**config.mk**
```make
export PLATFORM = sky130hd
export DESIGN_NAME = spi_mem_read_cache
export DESIGN_NICKNAME = d
export VERILOG_FILES = /design/src/rtl/spi_cache_pkg.sv /design/src/rtl/spi_cache_tagram.sv /design/src/rtl/spi_mem_read_cache.sv
export SDC_FILE = /design/constraint.sdc
export NUM_CORES = 1
export LEC_CHECK = 0
export CAP_MARGIN = 40
export CORE_MARGIN = 2
export CORE_UTILIZATION = 63
export DETAILED_ROUTE_END_ITERATION = 10
export PLACE_DENSITY_LB_ADDON = 0.12
export SLEW_MARGIN = 20
export SYNTH_ARGS = -nofsm -noshare
export SYNTH_HDL_FRONTEND = slang
export SYNTH_SLANG_ARGS = --single-unit
export TNS_END_PERCENT = 1
```
**constraint.sdc**
```tcl
create_clock -name clk -period 11.7 [get_ports clk]
set_input_delay 2.34 -clock clk [delete_from_list [all_inputs] [get_ports clk]]
set_output_delay 2.34 -clock clk [all_outputs]
set_load 0.02 [all_outputs]
```
**src/rtl/spi_cache_pkg.sv**
```systemverilog
// Shared types for the SPI-memory read cache: FSM states, line layout, tag helper.
// Latency/backpressure: n/a (types only).
package spi_cache_pkg;

  localparam int          ADDR_W  = 16;
  localparam int          DATA_W  = 16;
  // Sized for the narrowest possible index so one line type serves any INDEX_W; unused high bits stay zero.
  localparam int          TAG_W   = ADDR_W + 1;
  localparam logic [15:0] CNT_MAX = 16'hFFFF;

  typedef enum logic [2:0] {
    IDLE,
    LOOKUP,
    FILL,
    WRITE,
    RESP
  } cache_state_t;

  typedef struct packed {
    logic              valid;
    logic [TAG_W-1:0]  tag;
    logic [DATA_W-1:0] data;
  } cache_line_t;

  // {cs, addr[15:index_w]}, right-aligned in TAG_W bits.
  function automatic logic [TAG_W-1:0] make_tag(input logic cs, input logic [ADDR_W-1:0] addr,
                                                input int index_w);
    logic [TAG_W-1:0] full;
    full = {cs, addr};
    return full >> index_w;
  endfunction

endpackage

```
**src/rtl/spi_cache_tagram.sv**
```systemverilog
// Direct-mapped line store: combinational lookup port, fill port, per-line invalidate mask and flush.
// Latency: reads same cycle, writes visible next cycle; no backpressure.
module spi_cache_tagram
  import spi_cache_pkg::*;
#(
  parameter  int INDEX_W = 3,
  localparam int LINES   = 2 ** INDEX_W
) (
  input  logic               clk,
  input  logic               reset,
  input  logic [INDEX_W-1:0] rd_idx,
  output cache_line_t        rd_line,
  input  logic               fill_vld,
  input  logic [INDEX_W-1:0] fill_idx,
  input  logic [TAG_W-1:0]   fill_tag,
  input  logic [DATA_W-1:0]  fill_dat,
  input  logic [LINES-1:0]   inv_mask,
  input  logic               flush,
  output logic [LINES-1:0]   valid_view,
  output logic [TAG_W-1:0]   tag_view [LINES]
);

  logic [LINES-1:0]  valid_q;
  logic [LINES-1:0]  fill_set;
  logic [TAG_W-1:0]  tag_q  [LINES];
  logic [DATA_W-1:0] data_q [LINES];

  always_comb begin
    fill_set = '0;
    if (fill_vld) fill_set[fill_idx] = 1'b1;
  end

  // Flush wins over a same-cycle fill so a discarded fill never becomes valid.
  always_ff @(posedge clk) begin
    if (!reset) begin
      valid_q <= '0;
    end else if (flush) begin
      valid_q <= '0;
    end else begin
      valid_q <= (valid_q & ~inv_mask) | fill_set;
    end
  end

  always_ff @(posedge clk) begin
    if (fill_vld) begin
      tag_q[fill_idx]  <= fill_tag;
      data_q[fill_idx] <= fill_dat;
    end
  end

  always_comb begin
    rd_line.valid = valid_q[rd_idx];
    rd_line.tag   = tag_q[rd_idx];
    rd_line.data  = data_q[rd_idx];
  end

  assign valid_view = valid_q;
  assign tag_view   = tag_q;

endmodule

```
**src/rtl/spi_mem_read_cache.sv**
```systemverilog
// Direct-mapped 16-bit read cache, write-through with +/-1 word overlap invalidation.
// Latency: hit -> up_ready 2 cycles after req sampled; miss/write wait on dn_ready; req/ready handshake both sides.
module spi_mem_read_cache
  import spi_cache_pkg::*;
#(
  parameter int INDEX_W  = 3,
  parameter bit CACHE_EN = 1'b1
) (
  input  logic        clk,
  input  logic        reset,
  input  logic        up_req,
  input  logic        up_we,
  input  logic [15:0] up_addr,
  input  logic [15:0] up_wdata,
  input  logic        up_cs_select,
  output logic [15:0] up_rdata,
  output logic        up_ready,
  output logic        dn_req,
  output logic        dn_we,
  output logic [15:0] dn_addr,
  output logic [15:0] dn_wdata,
  output logic        dn_cs_select,
  input  logic [15:0] dn_rdata,
  input  logic        dn_ready,
  input  logic        flush,
  output logic [15:0] hit_cnt,
  output logic [15:0] miss_cnt
);

  localparam int LINES = 2 ** INDEX_W;

  cache_state_t      state, state_d;
  logic              dn_req_d;
  logic [15:0]       addr_q, wdata_q;
  logic              we_q, cs_q;
  logic [TAG_W-1:0]  req_tag;
  logic              hit;
  logic              fill_vld;
  cache_line_t       rd_line;
  logic [LINES-1:0]  valid_view;
  logic [TAG_W-1:0]  tag_view [LINES];
  logic [LINES-1:0]  inv_mask;
  logic [15:0]       nb_addr [3];

  assign req_tag  = make_tag(cs_q, addr_q, INDEX_W);
  assign hit      = CACHE_EN && rd_line.valid && (rd_line.tag == req_tag);
  assign fill_vld = CACHE_EN && (state == FILL) && dn_ready && !flush;

  assign nb_addr[0] = addr_q - 16'd1;
  assign nb_addr[1] = addr_q;
  assign nb_addr[2] = addr_q + 16'd1;

  // Drop any line holding a word that overlaps the written bytes, on the write's completion edge.
  always_comb begin
    inv_mask = '0;
    if (state == WRITE && dn_ready) begin
      for (int i = 0; i < 3; i++) begin
        if (valid_view[nb_addr[i][INDEX_W-1:0]] &&
            tag_view[nb_addr[i][INDEX_W-1:0]] == make_tag(cs_q, nb_addr[i], INDEX_W))
          inv_mask[nb_addr[i][INDEX_W-1:0]] = 1'b1;
      end
    end
  end

  spi_cache_tagram #(.INDEX_W(INDEX_W)) u_tagram (
    .clk        (clk),
    .reset      (reset),
    .rd_idx     (addr_q[INDEX_W-1:0]),
    .rd_line    (rd_line),
    .fill_vld   (fill_vld),
    .fill_idx   (addr_q[INDEX_W-1:0]),
    .fill_tag   (req_tag),
    .fill_dat   (dn_rdata),
    .inv_mask   (inv_mask),
    .flush      (flush),
    .valid_view (valid_view),
    .tag_view   (tag_view)
  );

  always_ff @(posedge clk) begin
    if (!reset) state <= IDLE;
    else        state <= state_d;
  end

  always_comb begin
    state_d  = state;
    up_ready = 1'b0;
    case (state)
      IDLE:        if (up_req) state_d = up_we ? WRITE : LOOKUP;
      LOOKUP:      state_d = hit ? RESP : FILL;
      FILL, WRITE: if (dn_ready) state_d = RESP;
      RESP: begin
        up_ready = 1'b1;
        state_d  = IDLE;
      end
      default:     state_d = IDLE;
    endcase
    dn_req_d = (state_d == FILL) || (state_d == WRITE);
  end

  always_ff @(posedge clk) begin
    if (!reset) begin
      addr_q   <= '0;
      wdata_q  <= '0;
      we_q     <= 1'b0;
      cs_q     <= 1'b0;
      dn_req   <= 1'b0;
      up_rdata <= '0;
      hit_cnt  <= '0;
      miss_cnt <= '0;
    end else begin
      dn_req <= dn_req_d;
      if (state == IDLE && up_req) begin
        addr_q  <= up_addr;
        wdata_q <= up_wdata;
        we_q    <= up_we;
        cs_q    <= up_cs_select;
      end
      if (state == LOOKUP) begin
        if (hit) begin
          up_rdata <= rd_line.data;
          if (hit_cnt != CNT_MAX) hit_cnt <= hit_cnt + 16'd1;
        end else if (miss_cnt != CNT_MAX) begin
          miss_cnt <= miss_cnt + 16'd1;
        end
      end
      if (state == FILL && dn_ready) up_rdata <= dn_rdata;
    end
  end

  assign dn_we        = we_q;
  assign dn_addr      = addr_q;
  assign dn_wdata     = wdata_q;
  assign dn_cs_select = cs_q;

endmodule

```
# == After elaboration in Yosys (flattened, before gate mapping) ==
# Memory sizes are Yosys's and may differ from the RTL's. A register that Yosys moved wholly into a read port is not among the register bits.
# Index checks and enable logic that the tools add are counted.
# Widths: inputs -> output; s select.
# totals
reg_bits,230
mem_bits_rw,128
in_bits,55
output_inout_bits,84
wordCells,119
mem_count,1
# classes
add_sub_neg,4
magnitude_cmp,10
n_eq_ne,11
mux,44
n_bitwise,10
n_reduce_logical,21
# memory_table
name,words,word_bits,rd,rd_ports_with_merged_regs,wr,line,source
u_tagram.data_q,8,16,1,1,1,spi_cache_tagram.sv:26,logic [DATA_W-1:0] data_q [LINES];
# op_table
operator,count
$bmux 17 s3,3
$bwmux 136,1
$mux 17,7
$mux 8,7
$demux 17 s3,1
$eq 17x14->1,3
$add 16x1->16 const B,3
$mux 16,3
$ne 16x16->1 const B,2
$or 8x8->8,3
$sub 16x1->16 const B,1
$mux 3,5
$eq 3x2->1 const B,4
$ge 4x4->1 const B,3
$lt 3x4->1 const B,3
$not 3->4,3
$logic_and 1x1->1,11
$bmux 1 s3,3
$demux 1 s3,3
$ge 3x1->1 const B,3
$mux 1,9
$pmux 3 s3,1
$and 8x8->8,1
$not 8->8,1
other kinds (12),16

# == Depth between registers and ports, before layout ==
# Gate-level depths: netlist of the first run.
# logic_depth
depth_word,18
depth_mapped,17
depth_no_buf,10

# == Modules after synthesis ==
# From an unflattened synthesis of the first run, not the netlist that was laid out.
# hier_totals
cells_unflattened,1426
hier_area_um2,18365.1
# by_module_without_submodules
module,n_inst,cells_each,area_each_um2,seq_area_each_um2
spi_cache_tagram,1,428,10470.0,8087.8
spi_mem_read_cache,1,998,7895.1,1721.7

# == Worst setup path before layout of the first run ==
# No wires, ideal clock.
# synth_timing
path_type,input -> register
from,input dn_ready
to,"register u_tagram.valid_q[2], in the netlist u_tagram.valid_view[2]"
setup_time_ps,81
t_arrival_ps,5779
t_required_ps,11619
path_slack_ps,5840
path_stages,7
n_path_buf,1
cell_sequence,nor2b_1 nand2_1 or3_1 clkbuf_1 nor3_1 o21ai_0 a31oi_1
# synth_between
elab_chain_len,5
word_cells_on_any_way,8
classes_between,mux: 2; bitwise: 3; reduce/logical: 3
# synth_lines
element,line,source
"start, declared",spi_mem_read_cache.sv:24,"input logic dn_ready,"
$logic_and 1x1->1,spi_mem_read_cache.sv:56,if (state == WRITE && dn_ready) begin
$mux 8,spi_mem_read_cache.sv:56,
$not 8->8,spi_cache_tagram.sv:40,valid_q <= (valid_q & ~inv_mask) | fill_set;
$and 8x8->8,spi_cache_tagram.sv:40,
$or 8x8->8 *,spi_cache_tagram.sv:40,
"end signal, assigned",spi_cache_tagram.sv:40,
"end, declared",spi_cache_tagram.sv:23,logic [LINES-1:0] valid_q;
# Every way passes the cells marked *; elsewhere a longest branch is shown, timed or not.
# A chain may end at the register's enable or synchronous reset.

# == Worst setup path in the final report of the first run ==
# layout_timing
from,"register addr_q[0], in the netlist dn_addr[0]"
to,"register u_tagram.valid_q[5], in the netlist u_tagram.valid_view[5]"
# layout_between
elab_chain_len,18
word_cells_on_any_way,53
classes_between,add/sub: 2; order compare: 6; eq/ne: 3; mux: 28; bitwise: 8; reduce/logical: 6
# layout_lines
element,line,source
"start, declared",spi_mem_read_cache.sv:34,"logic [15:0] addr_q, wdata_q;"
"start signal, assigned",spi_mem_read_cache.sv:114,addr_q <= up_addr;
$sub 16x1->16,spi_mem_read_cache.sv:49,assign nb_addr[0] = addr_q - 16'd1;
$not 3->4 (implied by the code),spi_mem_read_cache.sv:59,"tag_view[nb_addr[i][INDEX_W-1:0]] == make_tag(cs_q, nb_addr[i], INDEX_W))"
$bmux 17 s3,spi_mem_read_cache.sv:59,
$mux 17 (implied by the code) (2 in series),spi_mem_read_cache.sv:59,
$eq 17x14->1,spi_mem_read_cache.sv:59,
$logic_and 1x1->1,spi_mem_read_cache.sv:58,if (valid_view[nb_addr[i][INDEX_W-1:0]] &&
$mux 8,spi_mem_read_cache.sv:58,
$mux 8,spi_mem_read_cache.sv:56,
$or 8x8->8 (no source line),--,
$mux 8,spi_mem_read_cache.sv:58,
$mux 8,spi_mem_read_cache.sv:56,
$or 8x8->8 (no source line),--,
$mux 8,spi_mem_read_cache.sv:58,
$mux 8,spi_mem_read_cache.sv:56,
$not 8->8,spi_cache_tagram.sv:40,
$and 8x8->8,spi_cache_tagram.sv:40,
$or 8x8->8 *,spi_cache_tagram.sv:40,
# Every way passes the cells marked *; elsewhere a longest branch is shown, timed or not. The select of a mux whose other input is x is not followed.

==> results of run 1 <==
-- cell usage in the layout, fill, tap and decap left out, types with 23 or more instances in the layout --
cell type,synthesis,final
nor2_1,36,32
mux2_2,33,33
mux2i_1,120,120
a21oi_1,55,55
nand4_1,25,25
clkdlybuf4s50_1,0,138
xnor2_1,40,39
nor3_1,35,30
o21ai_0,36,35
nand2_1,134,134
nor4_1,23,23
mux4_2,75,75
edfxtp_1,240,240
nand3_1,48,48
buf_4,7,29
clkbuf_16,0,37
dfxtp_1,97,94
-- final cells by class --
cell class / count / area (um2) / area share
clock inverter: 14 / 163 / 0.00829
inverter: 12 / 45.0 / 0.00230
timing repair buffer: 174 / 1780 / 0.0906
tap: 335 / 419 / 0.0214
clock buffer: 49 / 1000 / 0.0510
sequential: 337 / 9160 / 0.467
multi-input combinational: 858 / 7050 / 0.359
-- flip-flops by register name, indices dropped and copies added (netlist names), named ones only --
signal               count
dn_addr                 16
dn_cs_select             1
dn_req                   1
dn_wdata                16
dn_we                    1
hit_cnt                 16
miss_cnt                16
state                    3
u_tagram.data_q        128
u_tagram.tag_view      112
u_tagram.valid_view      8
up_rdata                16
-- worst min-delay path by stage --
stage,slack [ns],endpoint,start,cells after the start
floorplan,0.47,u_tagram.valid_view[6],u_tagram.valid_view[6],2
global placement,0.44,dn_wdata[5],dn_wdata[5],2
detailed placement,0.45,dn_wdata[1],dn_wdata[1],2
CTS,0.46,dn_wdata[9],dn_wdata[9],2
global route,0.48,dn_wdata[9],dn_wdata[9],2
finish,0.46,dn_wdata[12],dn_wdata[12],2
-- cells by family after synthesis --
| kind of cell | after synthesis |
|---|---|
| AOI/OAI and AO/OA | 161 |
| DFF | 337 |
| buffers and inverters | 101 |
| adders and majority gates | 4 |
| xor gates and xnor gates | 58 |
| and+or+nand+nor | 406 |
| muxes | 229 |
-- worst max-delay path: stages (launching register included) --
cell     delay [ns]
dfxtp_4        0.82
inv_1          0.14
ha_2           0.34
buf_4          0.61
inv_2          0.43
mux4_2         0.58
xnor2_1        0.16
xnor2_1        0.19
nor4_1         0.53
nand3_1        0.17
nor4_1         0.35
o21ai_0        0.15
-- report_power, final --
part	internal [mW]	switching (mW)	total, mW
Combinational	0.193	0.243	0.436
Sequential	1.30	0.0312	1.33
Clock	0.649	0.462	1.11
-- metal layers --
metal / share of wire / vias to the layer above / global-route usage
li1: - / 5235 / -
met2: 0.48 / 537 / 0.506
met3: 0.068 / 103 / 0.0424
met4: 0.033 / 0 / 0.110
met5: 0 / - / 0
met1: 0.41 / 5828 / 0.428
-- Yosys cell counts (10+ instances only) --
master,count,area (um2)
nor3_1,35,175
a21oi_1,55,275
nand3_1,48,240
mux4_2,75,1690
mux2i_1,120,1200
nand2b_1,17,106
nand4_1,25,156
xor2_1,16,140
or3_1,13,81.3
edfxtp_1,240,7210
and3_1,20,125
nand3b_1,10,75.1
nor2_1,36,135
dfxtp_1,97,1940
xnor2_1,40,350
buf_2,20,100
mux2_2,33,372
buf_1,10,37.5
o21ai_0,36,180
nand2_1,134,503
inv_1,10,37.5
nor4_1,23,144
clkbuf_1,48,180
nor3b_1,13,97.6
a22oi_1,11,82.6
-- through the flow --
step,util,area (um2),cells,setup slack [ns]
after floorplan,-,16600,1296,5.84
after global placement,0.704,18200,1706,6.35
after detailed placement,0.712,18400,1716,6.71
after CTS,0.757,19600,1779,7.14
after global routing,0.757,19600,1779,6.72
final,0.757,19600,1779,7.03
==> flow_summary.ini, run 1 <==
[outcome]
status = completed

[setup_path]
r2r_cells = 11
worstPathArrival_ns = 5.06
rrSetupSlack_ns = 7.03
critPathMaxFanout = 64
required_ns = 12.09
cp-endpoint = u_tagram.valid_view[5]
end_kind = flip-flop
crit_start = dn_addr[0]
critPathLaunchType = flip-flop
r2r-end = u_tagram.valid_view[5]
critPathKind = reg -> reg
regToRegStartpoint = dn_addr[0]

[cells_and_area]
diodes = 0
drive_gt1_frac = 0.157
num-fill-cells = 1618
area_growth_pct = 18.4
fin_nets = 1478

[placement]
io_buffers = 138
place.gp.congestion = 0.915
dpl.hpwl_um = 27600

[synthesis]
async_reset_ff_frac = 0
ys_ff_latch = 337
synth_mux_area_frac = 0.198
yosys_most_used_dff = edfxtp_1
synth_nets = 1355
synth_cell_type_count = 66
synth_adder_area_share = 0.00302
synth_top_family_by_area = multiplexers
yosysSeqAreaShare = 0.552
synth_area_um2 = 16600
synth_compound_area_frac = 0.0604
yosys.area_share.simple = 0.126
syn-instance-count = 1296
syn_avg_cell_area_um2 = 12.8
synth_xor_area_frac = 0.0323
synth_edf_count = 240
yosys_warnings = 0

[timing]
hold_violations = 0
rsz0062_at_grt = no
finClkSkew_ns = 0.0221
tightest_slew_ns = 0.850
finalCriticalPeriod_ns = 4.67
fin_tns_setup_ns = 0
maxSlewViolCount = 0
holdWs_ns = 0.457
slew_headroom = 0.432
finalCritPeriodShare = 0.399
setup_viol = 0
clock.fmax_mhz = 214

[drt]
ant_nets = 0
vias = 11700
routed_wl_um = 42400
avgViaCountPerCell = 6.58
drcViolationCount = 0
drt-initial-drc-count = 1499
wl_per_cell_um = 23.9
first_pass_iters = 6

[clock_tree]
cts_made_buffers = 36
cts-htree-levels = 2
cts_num_sinks = 337
root_buffer = clkbuf_16
clockBufferDepth = 3
clk_pin_slew_ns = 0.06
post_cts_buffers = 0
cts_tree = built
insertion_delay_ns = 0.53
cts_resized = 0
postCtsHoldBufs = 0

[floorplanning]
core_area_um2 = 25900
die_x_um = 166
io_pins = 139
rows = 59
die_area_um2 = 27600
chipHeight_um = 166
start_util = 0.639

[pwr]
vdd_drop_max_uv = 170
power_mw = 2.87
leakagePower_nw = 6.49
powerDensity_nw_per_um2 = 147

[run]
cap_violations = 0

[worst_hold_path]
hp-class = reg -> reg

[grt]
antenna_found_initial = 0
grt_max_degree = 65
grt_pass1_vias = 11500
track_usage = 0.308
grt_overflow_total = 0
grt_pass1_wl_um = 66500
(Power assumes the default switching activity.)
==> run 2: changes to the inputs <==
--- a/config.mk
+++ b/config.mk
@@ -7,7 +7,7 @@
 export LEC_CHECK = 0
 export CAP_MARGIN = 40
 export CORE_MARGIN = 2
-export CORE_UTILIZATION = 63
+export CORE_UTILIZATION = 59
 export DETAILED_ROUTE_END_ITERATION = 10
 export PLACE_DENSITY_LB_ADDON = 0.12
 export SLEW_MARGIN = 20
==> constraint.sdc (replaced) <==
create_clock -name clk -period 4.6 [get_ports clk]
set_input_delay 0.92 -clock clk [delete_from_list [all_inputs] [get_ports clk]]
set_output_delay 0.92 -clock clk [all_outputs]
set_load 0.02 [all_outputs]
==> flow_summary.ini, run 2 (synthesized netlist as in run 1, its figures left out) <==
[outcome]
status = completed

[pwr]
vdd_drop_max_uv = 288
powerDensity_nw_per_um2 = 376
power_mw = 7.48
leakagePower_nw = 6.62

[drt]
wl_per_cell_um = 23.6
drcViolationCount = 0
avgViaCountPerCell = 6.29
routed_wl_um = 43400
ant_nets = 0
first_pass_iters = 6
vias = 11600
drt-initial-drc-count = 1197

[grt]
grt_use_met2 = 0.480
grt_max_degree = 41
grt_pass1_wl_um = 66800
use_met1 = 0.420
grt_overflow_total = 0
track_usage = 0.301
grt_pass1_vias = 11400
grtUsageMet3 = 0.0506
antenna_found_initial = 0
top_usage_layer = met2

[setup_path]
end_kind = flip-flop
crit_chain = inv_1 -> ha_2 -> buf_12 -> inv_2 -> mux4_2 -> xnor2_1 -> xnor2_1 -> nor4_1 -> nand3_1 -> nor4_1 -> o21ai_0
critPathLaunchType = flip-flop
slowest_delay_ns = 0.58
critPathMaxFanout = 29
worstPathArrival_ns = 4.18
path_buf_inv = 3
crit_family = buffers and inverters
required_ns = 4.99
worst_path_max_delay_cell = mux4_2
critPathKind = reg -> reg

[clock_tree]
cts_made_buffers = 37
insertion_delay_ns = 0.53
clk_pin_slew_ns = 0.06
cts_num_sinks = 337
cts-htree-levels = 2
postCtsHoldBufs = 0
clockBufferDepth = 3
post_cts_buffers = 0
cts_resized = 0
root_buffer = clkbuf_16
cts_tree = built

[timing]
setup_viol = 0
finalCritPeriodShare = 0.824
maxSlewViolCount = 0
rsz0062_at_grt = no
fin_ws_ns = 0.811
finClkSkew_ns = 0.0223
hold_violations = 0
tightest_slew_ns = 0.874
finalCriticalPeriod_ns = 3.79
slew_headroom = 0.417
clock.fmax_mhz = 264
fin_tns_setup_ns = 0

[cells_and_area]
area_growth_pct = 20.0
final_cell_mix = edfxtp_1, clkdlybuf4s50_1, nand2_1
final_common_cell = edfxtp_1
drive_gt1_frac = 0.172
largest_reg_flops = 128
layout.cells.non_filler = 1839
diodes = 0
fin_nets = 1492
regMostFlops = u_tagram.data_q

[placement]
place.gp.congestion = 0.951
io_buffers = 138
dp_cells = 1771
place_ws_ns = 0.828
dpl.hpwl_um = 28600

[floorplanning]
start_util = 0.598
die_x_um = 172
core_area_um2 = 27700
io_pins = 139
die_area_um2 = 29400
chipHeight_um = 172
rows = 61

[run]
cap_violations = 0

[worst_hold_path]
hp-class = reg -> reg
==> run 2: final timing paths <==
| check | from | to | slack, ns | cells after the start |
|---|---|---|---|---|
| max | dn_addr[1] | u_tagram.valid_view[4] | 0.81 | 11 |
| min | dn_wdata[5] | dn_wdata[5] | 0.45 | 2 |
| max reg2reg | dn_addr[1] | u_tagram.valid_view[4] | 0.81 | 11 |
| min reg2reg | dn_wdata[5] | dn_wdata[5] | 0.45 | 2 |
==> run 2: worst reg2reg max path, cell delays in order (launching register included) <==
cell     delay, ns
dfxtp_1       0.33
inv_1         0.31
ha_2          0.50
buf_12        0.23
inv_2         0.38
mux4_2        0.58
xnor2_1       0.15
xnor2_1       0.20
nor4_1        0.42
nand3_1       0.16
nor4_1        0.26
o21ai_0       0.13
==> run 2: stage by stage <==
stage	cell area [um2]	hold WS [ns]	util
floorplan	16600	0.466	-
finish	19900	0.454	0.717
CTS	19900	0.457	0.717
global route	19900	0.480	0.717
detailed placement	18600	0.449	0.672
global placement	18600	0.441	0.670
==> run 2: layer usage <==
metal	up-vias	part of all wire
met2	465	0.48
met1	5729	0.42
met4	0	0.035
met3	93	0.071
li1	5272	-
met5	-	0
==> run 2: power by group <==
| group | internal, mW | switching, mW | leakage, nW |
|---|---|---|---|
| sequential | 3.30 | 0.0742 | 3.01 |
| clock | 1.77 | 1.19 | 0.612 |
| combinational | 0.516 | 0.632 | 2.99 |
==> run 2: layout make-up <==
| cell class | count | area, um2 |
|---|---|---|
| multi-input combinational | 858 | 7050 |
| fill | 1897 | 7830 |
| clock inverter | 17 | 164 |
| inverter | 12 | 45.0 |
| clock buffer | 50 | 1080 |
| timing repair buffer | 187 | 1910 |
| sequential | 337 | 9160 |
| tap | 378 | 473 |
